--- src/rtl/sd_pkg.sv ---
// Shared types and default constants for the SD card clock generator.
package sd_pkg;

    typedef enum logic [1:0] {
        WAIT_LOCK = 2'd0,
        PARKED    = 2'd1,
        RUN       = 2'd2
    } sd_state_e;

    localparam int SD_FAST_DIV  = 3;
    localparam int SD_SLOW_DIV  = 188;
    localparam int SD_DIV_W     = 8;
    localparam int SD_LOCK_WAIT = 1024;

endpackage

--- src/rtl/sd_lock_qual.sv ---
// Synchronizes the asynchronous PLL lock and qualifies it with a
// saturating stability counter before declaring the clock ready.
module sd_lock_qual
    import sd_pkg::*;
#(
    parameter int LOCK_WAIT = SD_LOCK_WAIT
) (
    input  logic clk_i,
    input  logic reset_i,
    input  logic pll_lock_i,
    output logic lock_s_o,
    output logic ready_o
);

    localparam int CNT_W = $clog2(LOCK_WAIT + 1);
    localparam logic [CNT_W-1:0] CNT_MAX = CNT_W'(LOCK_WAIT);

    logic             sync1_q;
    logic             sync2_q;
    logic [CNT_W-1:0] lock_cnt_q;
    logic [CNT_W-1:0] lock_cnt_d;
    logic             ready_q;
    logic             ready_d;

    // Any low sample restarts the qualification window from zero.
    always_comb begin
        lock_cnt_d = lock_cnt_q;
        if (!sync2_q) begin
            lock_cnt_d = '0;
        end else if (lock_cnt_q != CNT_MAX) begin
            lock_cnt_d = lock_cnt_q + CNT_W'(1);
        end
        ready_d = sync2_q && (lock_cnt_q == CNT_MAX);
    end

    always_ff @(posedge clk_i) begin
        if (reset_i) begin
            sync1_q    <= 1'b0;
            sync2_q    <= 1'b0;
            lock_cnt_q <= '0;
            ready_q    <= 1'b0;
        end else begin
            sync1_q    <= pll_lock_i;
            sync2_q    <= sync1_q;
            lock_cnt_q <= lock_cnt_d;
            ready_q    <= ready_d;
        end
    end

    assign lock_s_o = sync2_q;
    assign ready_o  = ready_q;

endmodule

--- src/rtl/sd_clk_gen.sv ---
// SD card clock generator: divides the PLL clock to the slow/fast SD rates
// with glitch-free switching, clean stop/start and edge strobes.
module sd_clk_gen
    import sd_pkg::*;
#(
    parameter int FAST_DIV  = SD_FAST_DIV,
    parameter int SLOW_DIV  = SD_SLOW_DIV,
    parameter int LOCK_WAIT = SD_LOCK_WAIT,
    parameter int DIV_W     = SD_DIV_W
) (
    input  logic clk,
    input  logic reset,
    input  logic pll_lock,
    input  logic fast_sel,
    input  logic stop_req,
    output logic sd_clk,
    output logic rise_stb,
    output logic fall_stb,
    output logic ready,
    output logic clk_active,
    output logic fast_active
);

    localparam logic [DIV_W-1:0] FAST_DIV_C = DIV_W'(FAST_DIV);
    localparam logic [DIV_W-1:0] SLOW_DIV_C = DIV_W'(SLOW_DIV);

    sd_state_e        state_q;
    sd_state_e        state_d;
    logic [DIV_W-1:0] cnt_q;
    logic [DIV_W-1:0] cnt_d;
    logic [DIV_W-1:0] div_q;
    logic [DIV_W-1:0] div_d;
    logic [DIV_W-1:0] half;
    logic             fast_q;
    logic             fast_d;
    logic             sd_clk_q;
    logic             sd_clk_d;
    logic             rise_q;
    logic             rise_d;
    logic             fall_q;
    logic             fall_d;
    logic             lock_s;
    logic             period_end;
    logic             start_period;

    sd_lock_qual #(
        .LOCK_WAIT (LOCK_WAIT)
    ) u_lock_qual (
        .clk_i      (clk),
        .reset_i    (reset),
        .pll_lock_i (pll_lock),
        .lock_s_o   (lock_s),
        .ready_o    (ready)
    );

    assign half       = div_q >> 1;
    assign period_end = (cnt_q == (div_q - DIV_W'(1)));

    always_ff @(posedge clk) begin
        if (reset) begin
            state_q <= WAIT_LOCK;
        end else begin
            state_q <= state_d;
        end
    end

    // Losing lock overrides everything; stopping only happens at a period boundary.
    always_comb begin
        state_d = state_q;
        if (!lock_s) begin
            state_d = WAIT_LOCK;
        end else begin
            case (state_q)
                WAIT_LOCK: if (ready) state_d = PARKED;
                PARKED:    if (!stop_req) state_d = RUN;
                RUN:       if (period_end && stop_req) state_d = PARKED;
                default:   state_d = WAIT_LOCK;
            endcase
        end
    end

    // The divisor is only re-latched at a period start, so phases are never shortened.
    always_comb begin
        cnt_d        = '0;
        div_d        = div_q;
        fast_d       = fast_q;
        start_period = (state_d == RUN) && ((state_q != RUN) || period_end);
        if (start_period) begin
            div_d  = fast_sel ? FAST_DIV_C : SLOW_DIV_C;
            fast_d = fast_sel;
        end else if (state_d == RUN) begin
            cnt_d = cnt_q + DIV_W'(1);
        end
    end

    always_comb begin
        clk_active = (state_q == RUN);
        sd_clk_d   = lock_s && (state_q == RUN) && (cnt_q < half);
        rise_d     = sd_clk_d && !sd_clk_q;
        fall_d     = !sd_clk_d && sd_clk_q;
    end

    always_ff @(posedge clk) begin
        if (reset) begin
            cnt_q    <= '0;
            div_q    <= SLOW_DIV_C;
            fast_q   <= 1'b0;
            sd_clk_q <= 1'b0;
            rise_q   <= 1'b0;
            fall_q   <= 1'b0;
        end else begin
            cnt_q    <= cnt_d;
            div_q    <= div_d;
            fast_q   <= fast_d;
            sd_clk_q <= sd_clk_d;
            rise_q   <= rise_d;
            fall_q   <= fall_d;
        end
    end

    assign sd_clk      = sd_clk_q;
    assign rise_stb    = rise_q;
    assign fall_stb    = fall_q;
    assign fast_active = fast_q;

endmodule

--- config.mk ---
export PLATFORM = sky130hd
export DESIGN_NAME = sd_clk_gen
export DESIGN_NICKNAME = d
export VERILOG_FILES = /design/src/rtl/sd_pkg.sv /design/src/rtl/sd_lock_qual.sv /design/src/rtl/sd_clk_gen.sv
export SDC_FILE = /design/constraint.sdc
export NUM_CORES = 1
export LEC_CHECK = 0
export CELL_PAD_IN_SITES_DETAIL_PLACEMENT = 0
export CELL_PAD_IN_SITES_GLOBAL_PLACEMENT = 1
export CORE_MARGIN = 5
export CORE_UTILIZATION = 39
export CTS_CLUSTER_SIZE = 24
export DETAILED_ROUTE_END_ITERATION = 8
export PLACE_DENSITY_LB_ADDON = 0.1
export SYNTH_ARGS = -nofsm -noshare
export SYNTH_HDL_FRONTEND = slang
export SYNTH_SLANG_ARGS = --single-unit
--- constraint.sdc ---
create_clock -name clk -period 1.95 [get_ports clk]
set_clock_uncertainty 0.15 [all_clocks]
set_input_delay 0.585 -clock clk [delete_from_list [all_inputs] [get_ports clk]]
set_output_delay 0.585 -clock clk [all_outputs]
set_load 0.01 [all_outputs]
Word-level counts from Yosys, hierarchy flattened. Index checks and enable logic that the tools add are counted.

Output and inout port bits: 6. Logic and storage cells: 43. Bits in registers: 36. Input bits: 5.

Multiplexer cells: 6. Equality and inequality tests: 7. Add/sub/neg operators: 3. Order comparisons: 1. Reduce and logical (&&, ||, !) cells: 13. Bitwise logic cells: 2.

Operators by type and width (number): adder 11 x 1 -> 11 bit (second input constant) (1); equality test 11 bit (second input constant) (1); != test 11 bit (second input constant) (1); adder 8 x 1 -> 8 bit (second input constant) (1); equality test 8 bit (1); < comparator 8 x 7 -> 1 bit (1); 2-to-1 mux 2 bit (4); 2-to-1 mux 8 bit (1); subtractor 8 x 1 -> 8 bit (second input constant) (1); logical AND 1 bit (7); one-hot mux 2 bit (3 select lines) (1); equality test 2 bit (second input constant) (2); OR reduction 3 bit (1); equality test 2 x 1 -> 1 bit (second input constant) (1); zero test 1 bit (2); zero test 2 bit (1); != test 2 bit (second input constant) (1); inverter 1 bit (2); OR reduction 2 bit (1); logical OR 1 bit (1).

Logic depth before layout (Yosys ltp).
Depth in word-level cells: 9. Mapped depth: 8. Gate-level depth less buffers: 7.

Cells and area by module. Synthesis repeated with hierarchy kept, for this count alone.

Cells, all modules: 158. Area total of the unflattened synthesis: 1455.1 um2.

By module, submodules not included: sd_clk_gen (area an instance 827.0 um2, times used 1, cells each 90, sequential area each 300.3 um2); sd_lock_qual (area an instance 628.1 um2, times used 1, cells each 68, sequential area each 280.3 um2).

Worst setup path after synthesis. Ideal clock, no wire load.

Path kind: reg-to-reg. From: reg div_q[5]. To: reg fall_q (netlist: fall_stb). Setup time: 122 ps. Data arrival time: 1619 ps. Cell stages (with the launch flop): 8. Path slack: 59 ps. Path buffers: 0. Required time: 1678 ps. Clock period less this slack: 1891 ps. Cell sequence: dfxtp_1 -> inv_1 -> ha_1 -> nor2b_1 -> o211ai_1 -> a21boi_0 -> o31a_1 -> o311a_1.

Word-level cells in the longest chain between the ends: 4.

Ends and longest elaborated chain: from (decl) (line sd_clk_gen.sv:31) `logic [DIV_W-1:0] div_q;`; from (signal assigned) (line sd_clk_gen.sv:113) `div_q <= div_d;`; < comparator 8 x 7 -> 1 bit (line sd_clk_gen.sv:98) `sd_clk_d = lock_s && (state_q == RUN) && (cnt_q < half);`; logical AND 1 bit (line sd_clk_gen.sv:98); zero test 1 bit (line sd_clk_gen.sv:100) `fall_d = !sd_clk_d && sd_clk_q;`; logical AND 1 bit (line sd_clk_gen.sv:100); to (signal assigned) (line sd_clk_gen.sv:117) `fall_q <= fall_d;`; to (decl) (line sd_clk_gen.sv:40) `logic fall_q;`.

Every way passes these cells. A chain may end at the register's enable or synchronous reset.

Final worst setup path.
From: reg fall_q (netlist: fall_stb). To: out fall_stb.

RTL lines: to (decl) (line sd_clk_gen.sv:18) `output logic fall_stb,`.

No word-level cell between the ends.

==> flow_summary.json <==
{
  "cts.sinks": 29,
  "gp_congestion": 0.7678,
  "viasPerCell": 4.889,
  "hold_class": "register to register",
  "grt_pass1_vias": 1069,
  "leakagePower_nw": 0.7499,
  "place_hpwl_um": 2075,
  "ff2ff_setup_slack_ns": 0.06,
  "grt-ovfl-total": 0,
  "grt_max_degree": 15,
  "ys_ff_latch": 29,
  "worst_pin_slew_ns": 0.2691,
  "coreArea_sq_mm": 0.003390,
  "synth_top_cell_area_share_pct": 41.65,
  "worst-r2r-cell-count": 7,
  "reg2reg_from": "div_q[5]",
  "path_depth": 1,
  "synth_nets": 167,
  "synth.most_common_cell": "dfxtp_1",
  "slew-limit-headroom_pct": 81.89,
  "setup_viol": 0,
  "min_period_ns": 1.895,
  "fp.dieW_um": 69.78,
  "numCtsBuffers": 5,
  "tns_ns": 0,
  "cts_root_buffer": "clkbuf_4",
  "clk_latency_ns": 0.33,
  "antenna_cells": 0,
  "hp-start": "u_lock_qual.sync1_q",
  "drtIter0Drc": 21,
  "regArea_sq_um": 586.8,
  "ys.flop_type": "dfxtp_1",
  "path_delay_family": "buffers and inverters",
  "timing.fmax_mhz": 527.8,
  "cap_violations": 0,
  "first_pass_iters": 3,
  "fin_hold_ws_ns": 0.2929,
  "drive_gt1_share_pct": 17.78,
  "fin_crit_sh_pct": 97.17,
  "timing.final.hold_violations": 0,
  "clockBufferDepth": 2,
  "synth_commonest_cells": "dfxtp_1, nor2_1, ha_1",
  "yosys.area.top_type": "dfxtp_1",
  "num_rows": 21,
  "min_delay_path_depth": 1,
  "cpPeakStageDelay_ns": 0.52,
  "num-nets-final": 197,
  "ios": 11,
  "synthTopCellsByArea": "dfxtp_1, ha_1, nor2_1",
  "worstPathCellList": "clkdlybuf4s50_1",
  "synthCells": 150,
  "grt_pass1_wl_um": 4781,
  "wl_um": 2765,
  "final_antenna_net_count": 0,
  "synth.distinct_cells": 36,
  "drc_errors": 0,
  "start_util_pct": 41.12,
  "reg2reg_to": "fall_stb",
  "syn-cell-area_sq_mm": 0.001394,
  "power.density_mw_per_mm2": 572.3,
  "grt_usage_pct": 12.45,
  "cp-end-kind": "primary output",
  "routedWlPerCell_um": 12.23,
  "start_kind": "register",
  "port_buffers": 10,
  "path_buf_inv": 1,
  "die_h_um": 69.78,
  "peakVddDrop_mv": 0.2932,
  "required_ns": 1.21,
  "async_flop_share_pct": 0,
  "slew_violations": 0,
  "area.growth.synth_to_final_pct": 23.97,
  "vias": 1105,
  "fillers": 332,
  "synth-edff-count": 0,
  "worstPathArrival_ns": 1.16,
  "post_cts_buffers": 0,
  "dieArea_sq_mm": 0.004869,
  "cts_tree": "done",
  "multiInputGateArea_sq_um": 789.5,
  "clk_transition_reported_paths_ns": 0.08,
  "yosysWarnings": 0,
  "rsz0062_at_grt": "yes",
  "path_max_fanout": 1,
  "synth_seq_area_share_pct": 41.65,
  "status": "finished clean",
  "htreeDepth": 2,
  "ctsHoldBuffers": 0,
  "grt_antenna_before_repair": 0,
  "syn_area_per_cell_sq_um": 9.292,
  "hold_end": "u_lock_qual.lock_s_o",
  "path_class": "register to primary output",
  "cp_slowest_cell": "clkdlybuf4s50_1"
}
==> cells by family (layout without fill, tap and decap cells) <==
kind of cell / after synthesis / count (layout) / share of synthesized area (%)
simple gates: 67 / 67 / 25.67
flops: 29 / 29 / 41.65
xor+xnor: 17 / 17 / 10.68
fa+ha+maj: 12 / 12 / 10.77
compound gates: 12 / 12 / 6.194
buf+inv: 10 / 40 / 2.782
mux: 3 / 3 / 2.244
==> layout make-up <==
class	count	share of cell area, %
clock buffers	7	3.186
inverters	8	1.883
multi-input cells	111	45.69
flip-flops and latches	29	33.96
well taps	46	3.331
repair buffers	25	11.95
==> per-layer routing <==
metal	vias up	part of all wire, %	track usage, %	wire length (um)
met4	0	1.7	5.745	48
met1	513	41	13.25	1141
li1	575	-	-	-
met2	9	53	21.83	1479
met5	-	0	0	0
met3	8	3.4	4.348	95
==> sequential cells by signal, summed over array words and instances (netlist names) <==
| name | count |
|---|---|
| u_lock_qual.lock_cnt_q | 11 |
| cnt_q | 8 |
| div_q | 2 |
| state_q | 2 |
| fall_stb | 1 |
| rise_stb | 1 |
| sd_clk | 1 |
| u_lock_qual.lock_s_o | 1 |
| u_lock_qual.ready_o | 1 |
| u_lock_qual.sync1_q | 1 |
==> power breakdown <==
group          switching (W)  internal [W]
combinational     0.00000981     0.0000146
sequential        0.00000199      0.000593
clock               0.000200      0.000170
==> per-stage QoR <==
| step | area (sq um) | setup slack, ns | std cells | util, % | total power (W) |
|---|---|---|---|---|---|
| after floorplan | 1394 | 0.05886 | 150 | - | 0.0006158 |
| after global placement | 1655 | -0.1959 | 219 | 48.84 | 0.0006339 |
| after detailed placement | 1655 | -0.2329 | 219 | 48.84 | 0.0006345 |
| after CTS | 1715 | 0.0003013 | 226 | 50.61 | 0.001004 |
| after global routing | 1728 | -0.02509 | 226 | 50.98 | 0.001049 |
| final | 1728 | 0.05521 | 226 | 50.98 | 0.0009888 |
==> worst register-to-register path, delay by kind of cell (launching register included) <==
kind / cells / cell delay, ns
flops: 1 / 0.36
buf+inv: 2 / 0.18
fa+ha+maj: 1 / 0.28
compound gates: 4 / 0.82
==> layout by cell type (no fill, tap or decap), types with 6 or more instances in the layout <==
cell,instances
and3_1,6
xor2_1,10
buf_4,15
ha_1,12
xnor2_1,7
nor2_1,26
inv_1,7
dfxtp_1,26
nand3_1,10
==> worst max-delay path by stage <==
stage | from | endpoint | slack [ns]
finish | fall_stb | fall_stb | 0.06
floorplan | div_q[5] | fall_stb | 0.06
CTS | div_q[5] | fall_stb | 0.0003
global route | div_q[5] | fall_stb | -0.03
detailed placement | stop_req | div_q[1] | -0.23
global placement | stop_req | div_q[1] | -0.20
==> repair_timing <==
action	CTS	global route
setup endpoints to repair	15	14
hold endpoints to repair	0	0
gates resized for setup	9	8
Note: power is estimated with default switching activity, not from simulation.
